**src/rtl/byte_transmitter.sv**
```systemverilog
// LSB-first serializer for the TAP IDCODE path: captures a word on the first
// enabled TCK edge, presents one bit per enabled edge, then raises a sticky done.
module byte_transmitter #(
    parameter int WIDTH = 32
) (
    input  logic             clk_tck,
    input  logic             reset,
    input  logic             enable,
    input  logic [WIDTH-1:0] in,
    output logic             out,
    output logic             done
);
    localparam int CW = $clog2(WIDTH) + 1;
    localparam int IW = $clog2(WIDTH);
    localparam logic [CW-1:0] LAST = CW'(WIDTH);

    typedef enum logic [1:0] {
        IDLE,
        SHIFT,
        DONE
    } state_t;

    state_t           state;
    logic [WIDTH-1:0] shreg;
    logic [CW-1:0]    cnt;

    always_ff @(posedge clk_tck) begin
        if (reset) begin
            state <= IDLE;
            out   <= 1'b0;
            done  <= 1'b0;
            cnt   <= '0;
            shreg <= '0;
        end else begin
            case (state)
                IDLE: begin
                    out <= 1'b0;
                    if (enable) begin
                        shreg <= in;
                        out   <= in[0];
                        cnt   <= CW'(1);
                        state <= SHIFT;
                    end
                end
                SHIFT: begin
                    // cnt is the index of the next bit to present; LAST means all bits are out
                    if (enable) begin
                        if (cnt == LAST) begin
                            out   <= 1'b0;
                            done  <= 1'b1;
                            state <= DONE;
                        end else begin
                            out <= shreg[cnt[IW-1:0]];
                            cnt <= cnt + CW'(1);
                        end
                    end
                end
                DONE: begin
                    out  <= 1'b0;
                    done <= 1'b1;
                end
                default: begin
                    state <= IDLE;
                    out   <= 1'b0;
                end
            endcase
        end
    end
endmodule

```
**config.mk**
```make
export PLATFORM = sky130hd
export DESIGN_NAME = byte_transmitter
export DESIGN_NICKNAME = d
export VERILOG_FILES = /design/src/rtl/byte_transmitter.sv
export SDC_FILE = /design/constraint.sdc
export NUM_CORES = 1
export LEC_CHECK = 0
export ABC_CLOCK_PERIOD_IN_PS = 3800
export BUFFER_PORTS_ARGS = -buffer_cell sky130_fd_sc_hd__buf_4
export CAP_MARGIN = 20
export CORE_MARGIN = 1.5
export CORE_UTILIZATION = 55
export CTS_CLUSTER_DIAMETER = 80
export DETAILED_ROUTE_END_ITERATION = 6
export PLACE_DENSITY = 0.77
export RECOVER_POWER = 100
export SLEW_MARGIN = 20
export SYNTH_ARGS = -nofsm -noshare
export SYNTH_HDL_FRONTEND = slang
export SYNTH_SLANG_ARGS = --single-unit
```
**constraint.sdc**
```tcl
create_clock -name clk_tck -period 3.8 [get_ports clk_tck]
set_input_delay 0.38 -clock clk_tck [delete_from_list [all_inputs] [get_ports clk_tck]]
set_output_delay 0.38 -clock clk_tck [all_outputs]
set_load 0.03 [all_outputs]
```
* Word level (Yosys, flattened, before mapping)
Cells that the tools add are included.
** Cells by class
- Add/subtract/negate cells :: 1
- Order comparisons :: 1
- Muxes and demuxes :: 17
- Bitwise logic cells :: 1
- Equality and inequality tests :: 7
- Reduce and logical (&&, ||, !) cells :: 7
** Operator list (number)
- $mux W6 :: 3
- $pmux W6 S2 :: 1
- $ne A2 B2 Y1 const B :: 4
- $reduce_and A4 Y1 :: 2
- $add A6 B1 Y6 const B :: 1
- $eq A6 B6 Y1 const B :: 1
- $lt A5 B6 Y1 const B :: 1
- $mux W1 :: 6
- $mux W2 :: 3
- $pmux W2 S3 :: 1
- $bmux W1 S5 :: 1
- $pmux W1 S2 :: 2
- $reduce_bool A2 Y1 :: 2
- $reduce_and A3 Y1 :: 1
- $eq A2 B1 Y1 const B :: 1
- $eq A2 B2 Y1 const B :: 1
- $logic_not A2 Y1 :: 1
- $reduce_and A2 Y1 :: 1
- $not A1 Y1 :: 1
** Word-level totals
- Word-level logic and storage cells :: 39
- Bits of input ports :: 35
- Register bits after elaboration :: 42
- Output and inout port bits :: 2

* Logic depth before layout (Yosys ltp)
- Depth in word-level cells :: 5
- Gate-level depth with buffers :: 8

* Least setup slack after synthesis
Ideal clock, no wire load.
- Path type :: reg2reg
- Start :: reg cnt[1]
- End :: reg done
- Library setup time :: 0.074 ns
- Cell stages (with the launch flop) :: 9
- Arrival :: 1.641 ns
- Period minus slack after synthesis :: 1.715 ns
- Required time :: 3.726 ns
- Setup slack :: 2.085 ns
- Cell sequence :: dfxtp_1 > buf_4 > buf_6 > inv_1 > ha_1 > nor4b_4 > nand2_2 > or3_1 > a31oi_1
** Between the ends
- Cells in the longest elaborated chain, start to end :: 3
** RTL lines
- start, declared :: line 25 : logic [CW-1:0] cnt;
- start signal, assigned :: line 54 : cnt <= cnt + CW'(1);
- $eq A6 B6 Y1 :: line 48 : if (cnt == LAST) begin
- $ne A2 B2 Y1 (no line)
- $reduce_and A3 Y1 (no line)
- end signal, assigned :: line 31 : done <= 1'b0;
- end signal, assigned :: line 50 : done <= 1'b1;
- end signal, assigned :: line 60 : done <= 1'b1;
- end, declared :: line 11 : output logic done
No other way between the ends.
A chain may end at the register's enable or synchronous reset.

* Worst setup path after layout
- Start :: reg state[1]
- End :: reg cnt[5]
** Between the ends
- Cells in the longest elaborated chain, start to end :: 3
- Elaborated cells between the ends (all ways) :: 8
- Classes of those cells :: 4 x eq/ne; 1 x mux; 3 x reduce/logical
** RTL lines
- start, declared :: line 23 : state_t state;
- start signal, assigned :: line 29 : state <= IDLE;
- start signal, assigned :: line 42 : state <= SHIFT;
- start signal, assigned :: line 51 : state <= DONE;
- $eq A2 B1 Y1 or $logic_not A2 Y1 (tied branches) :: line 35 : case (state)
- $ne A2 B2 Y1 (no line) or $reduce_bool A2 Y1 (tied branches)
- $reduce_and A4 Y1 (no line)
Several ways; a longest one is shown, not always the timed one.

==> metrics.md <==
| Metric | Value |
|---|---|
| Ys Warns | `0` |
| Die height | `62.56 um` |
| Cts-stage hold buffer count | `0` |
| Slew @ Worst Pin | `1.752 ns` |
| GR Overflow Total | `0` |
| Placed instance area | `2190 um2` |
| Clock Tree Root | `clkbuf_4` |
| Crit path DAT | `2.98 ns` |
| Startpoint types | `register` |
| Psw | `0.2058 mW` |
| Commonest non-fill, non-tap cell in the layout | `nand2_1` |
| Share of cells above drive strength 1 | `18.97%` |
| Residual DRC | `0` |
| Proportion of synthesized chip area in sequential cells | `43.10%` |
| Setup Fix Bufs, Post-CTS | `0` |
| TritonCTS Buffers | `5` |
| Via count | `1614` |
| Vias in the first global route | `1600` |
| Final Max Tran Viols | `34` |
| GRT Resource Usage Total | `22.18%` |
| Total Nets Final | `290` |
| Outcome | `finished, violations left` |
| #FFs+latches synth | `42` |
| Detailed Place HPWL | `2.458 mm` |
| Clk sinks | `42` |
| Post-synth top flop | `dfxtp_1` |
| Worst hold path stage count | `3` |
| PwrDens | `357.1 nW/um2` |
| Netlist cell types | `37` |
| Starting Density | `58.00%` |
| Syn Area/Cell | `8.593 um2` |
| First-pass GRT wire length | `6.900 mm` |
| Largest net degree at the start of global routing | `41` |
| RSZ-0062 raised after global routing | `false` |
| Setup ws final | `1.112 ns` |
| Starting DRT DRC Count | `75` |
| CP Data Required Time | `4.09 ns` |
| Lkg Pwr | `0.8467 nW` |
| Initial antenna violation count | `0` |
| GPL Wtd Cong | `0.7431` |
| Violated checks | `capacitance limit, slew limit` |
| Final hold violation count | `0` |
| Worst r2r path cells | `4` |
| Worst Setup End Kind | `register` |
| First-pass detailed-route iteration total | `4` |
| Maximum clock path buffer count | `2` |
| Relative slew margins | `-16.80%` |
| Min-Delay Endpoint | `shreg[11]` |
| # setup viols final | `0` |
| Asr flop ratio synth | `0%` |
| Max-cap violations | `1` |
| Reg-to-reg endpoint | `cnt[5]` |
| Drt via density | `5.398` |
| Clock transition at path regs | `0.12 ns` |
| Total core area | `3363 um2` |
| Worst Hold Class | `input port to register` |
| Area Growth Syn to Fin | `13.41%` |
| I/O pin total | `37` |
| Fmax | `0.3721 GHz` |
| Hold Startpoint | `in[11]` |
| Post-route ant nets | `0` |
| # rows | `21` |
| Setup TNS | `0 ns` |
| Design Power | `0.7899 mW` |
| Detailed Route WL | `3.763 mm` |
| Clock skew | `0.01055 ns` |
| Net Sw Frac | `26.05%` |
| Power Internal | `0.5841 mW` |
| Fin crit share | `70.72%` |
| Fin area | `2212 um2` |
| Peak supply drop | `208.7 uV` |
| Clock power frac | `26.5%` |
| Most frequent cells in the layout | `nand2_1, dfxtp_1, a21oi_1` |
| Mapped Nets | `264` |
| Syn Std Cell Area | `1951 um2` |
| Seq pwr share | `60.5%` |
| Number of diodes | `0` |
| Setup slack, reg-to-reg | `1.11 ns` |
| Worst Path Max Fanout | `33` |
| Tmin final | `2.688 ns` |
| Die X | `62.56 um` |
| Cells after synthesis | `227` |
| Die area | `3913 um2` |
| Critical path class | `register to register` |
| Final cell count without fillers | `299` |
| Placed Cells | `292` |
| CTS tree | `done` |
| Post-cts gate resize count | `0` |
| Clock latency on the worst-skew pair | `0.36 ns` |
| H-tree depth | `2` |
| Per-cell routed wire length | `12.59 um` |
| R2r startpoint | `state[1]` |
| Number of synthesized flops with an enable pin | `0` |
| IO Port Bufs | `36` |
| Place WS | `1.729 ns` |
| Comb power frac | `13.0%` |
worst max-delay path: stages, from the launching register on:
cell and delay, ns:
dfxtp_1 0.42, nand2b_1 0.35, or2_0 1.33, nand2b_1 0.30
a21oi_1 0.20
layer usage:
layer,global-route usage (%),vias up,part of all wire [%]
met5,0,-,0
met4,7.500,0,1.4
met3,7.027,7,5.1
met2,35.75,44,46
met1,28.22,735,48
li1,-,828,-
cell type report:
class | instances | area [um2]
well taps | 46 | 57.56
inverters | 7 | 26.28
flip-flops and latches | 42 | 840.8
fillers | 319 | 1151
multi-input cells | 161 | 979.7
repair buffers | 36 | 262.8
clock buffers | 7 | 45.04
worst max path at each step:
stage | to | from | depth (start not counted) | slack, ns
CTS | cnt[5] | cnt[1] | 6 | 1.68
floorplan | done | cnt[1] | 8 | 2.09
global route | cnt[5] | state[1] | 4 | 0.78
finish | cnt[5] | state[1] | 4 | 1.11
global placement | cnt[4] | cnt[1] | 6 | 1.76
detailed placement | cnt[5] | cnt[1] | 6 | 1.73
sequential cells by signal, summed over array words and instances, names as in the netlist:
| name | flops |
|---|---|
| shreg | 32 |
| cnt | 6 |
| state | 2 |
| done | 1 |
| out | 1 |
cell usage after synthesis, types with 2 or more instances:
library cell	count	area share, %
nand2_1	67	13
dfxtp_1	42	43
a21oi_1	36	9.2
clkbuf_1	8	1.5
inv_1	7	1.3
mux2i_1	6	3.1
nor2_1	5	0.96
buf_2	4	1.0
mux4_1	4	5.4
nand3_1	4	1.0
a211oi_1	3	1.2
a21o_1	3	1.2
a311oi_1	3	1.3
buf_6	3	1.7
nand2b_1	3	0.96
and2_2	2	0.77
ha_1	2	1.3
mux2_2	2	1.2
mux4_2	2	2.3
nand3b_1	2	0.77
or3_1	2	0.64
xnor2_1	2	0.90
metrics by stage:
stage	hold WS, ns	util (%)
final	0.2590	65.77
after global routing	0.2536	65.77
after CTS	0.2613	66.44
after detailed placement	0.4461	65.10
after global placement	0.4397	64.96
after floorplan	0.4315	-
power groups by stage:
stage                     Clock (mW)  Sequential (mW)  Combinational (mW)
after floorplan                    0            0.480              0.0732
after global routing           0.233            0.482               0.116
final                          0.210            0.478               0.102
after CTS                      0.209            0.478               0.105
after detailed placement           0            0.488               0.105
after global placement             0            0.487               0.103
cell families after synthesis:
family | synth area share [%]
compound gates | 15.27
flops | 43.10
xor+xnor | 0.8982
simple gates | 21.23
fa+ha+maj | 1.283
buf+inv | 6.286
mux | 11.93
(Power assumes the default switching activity.)
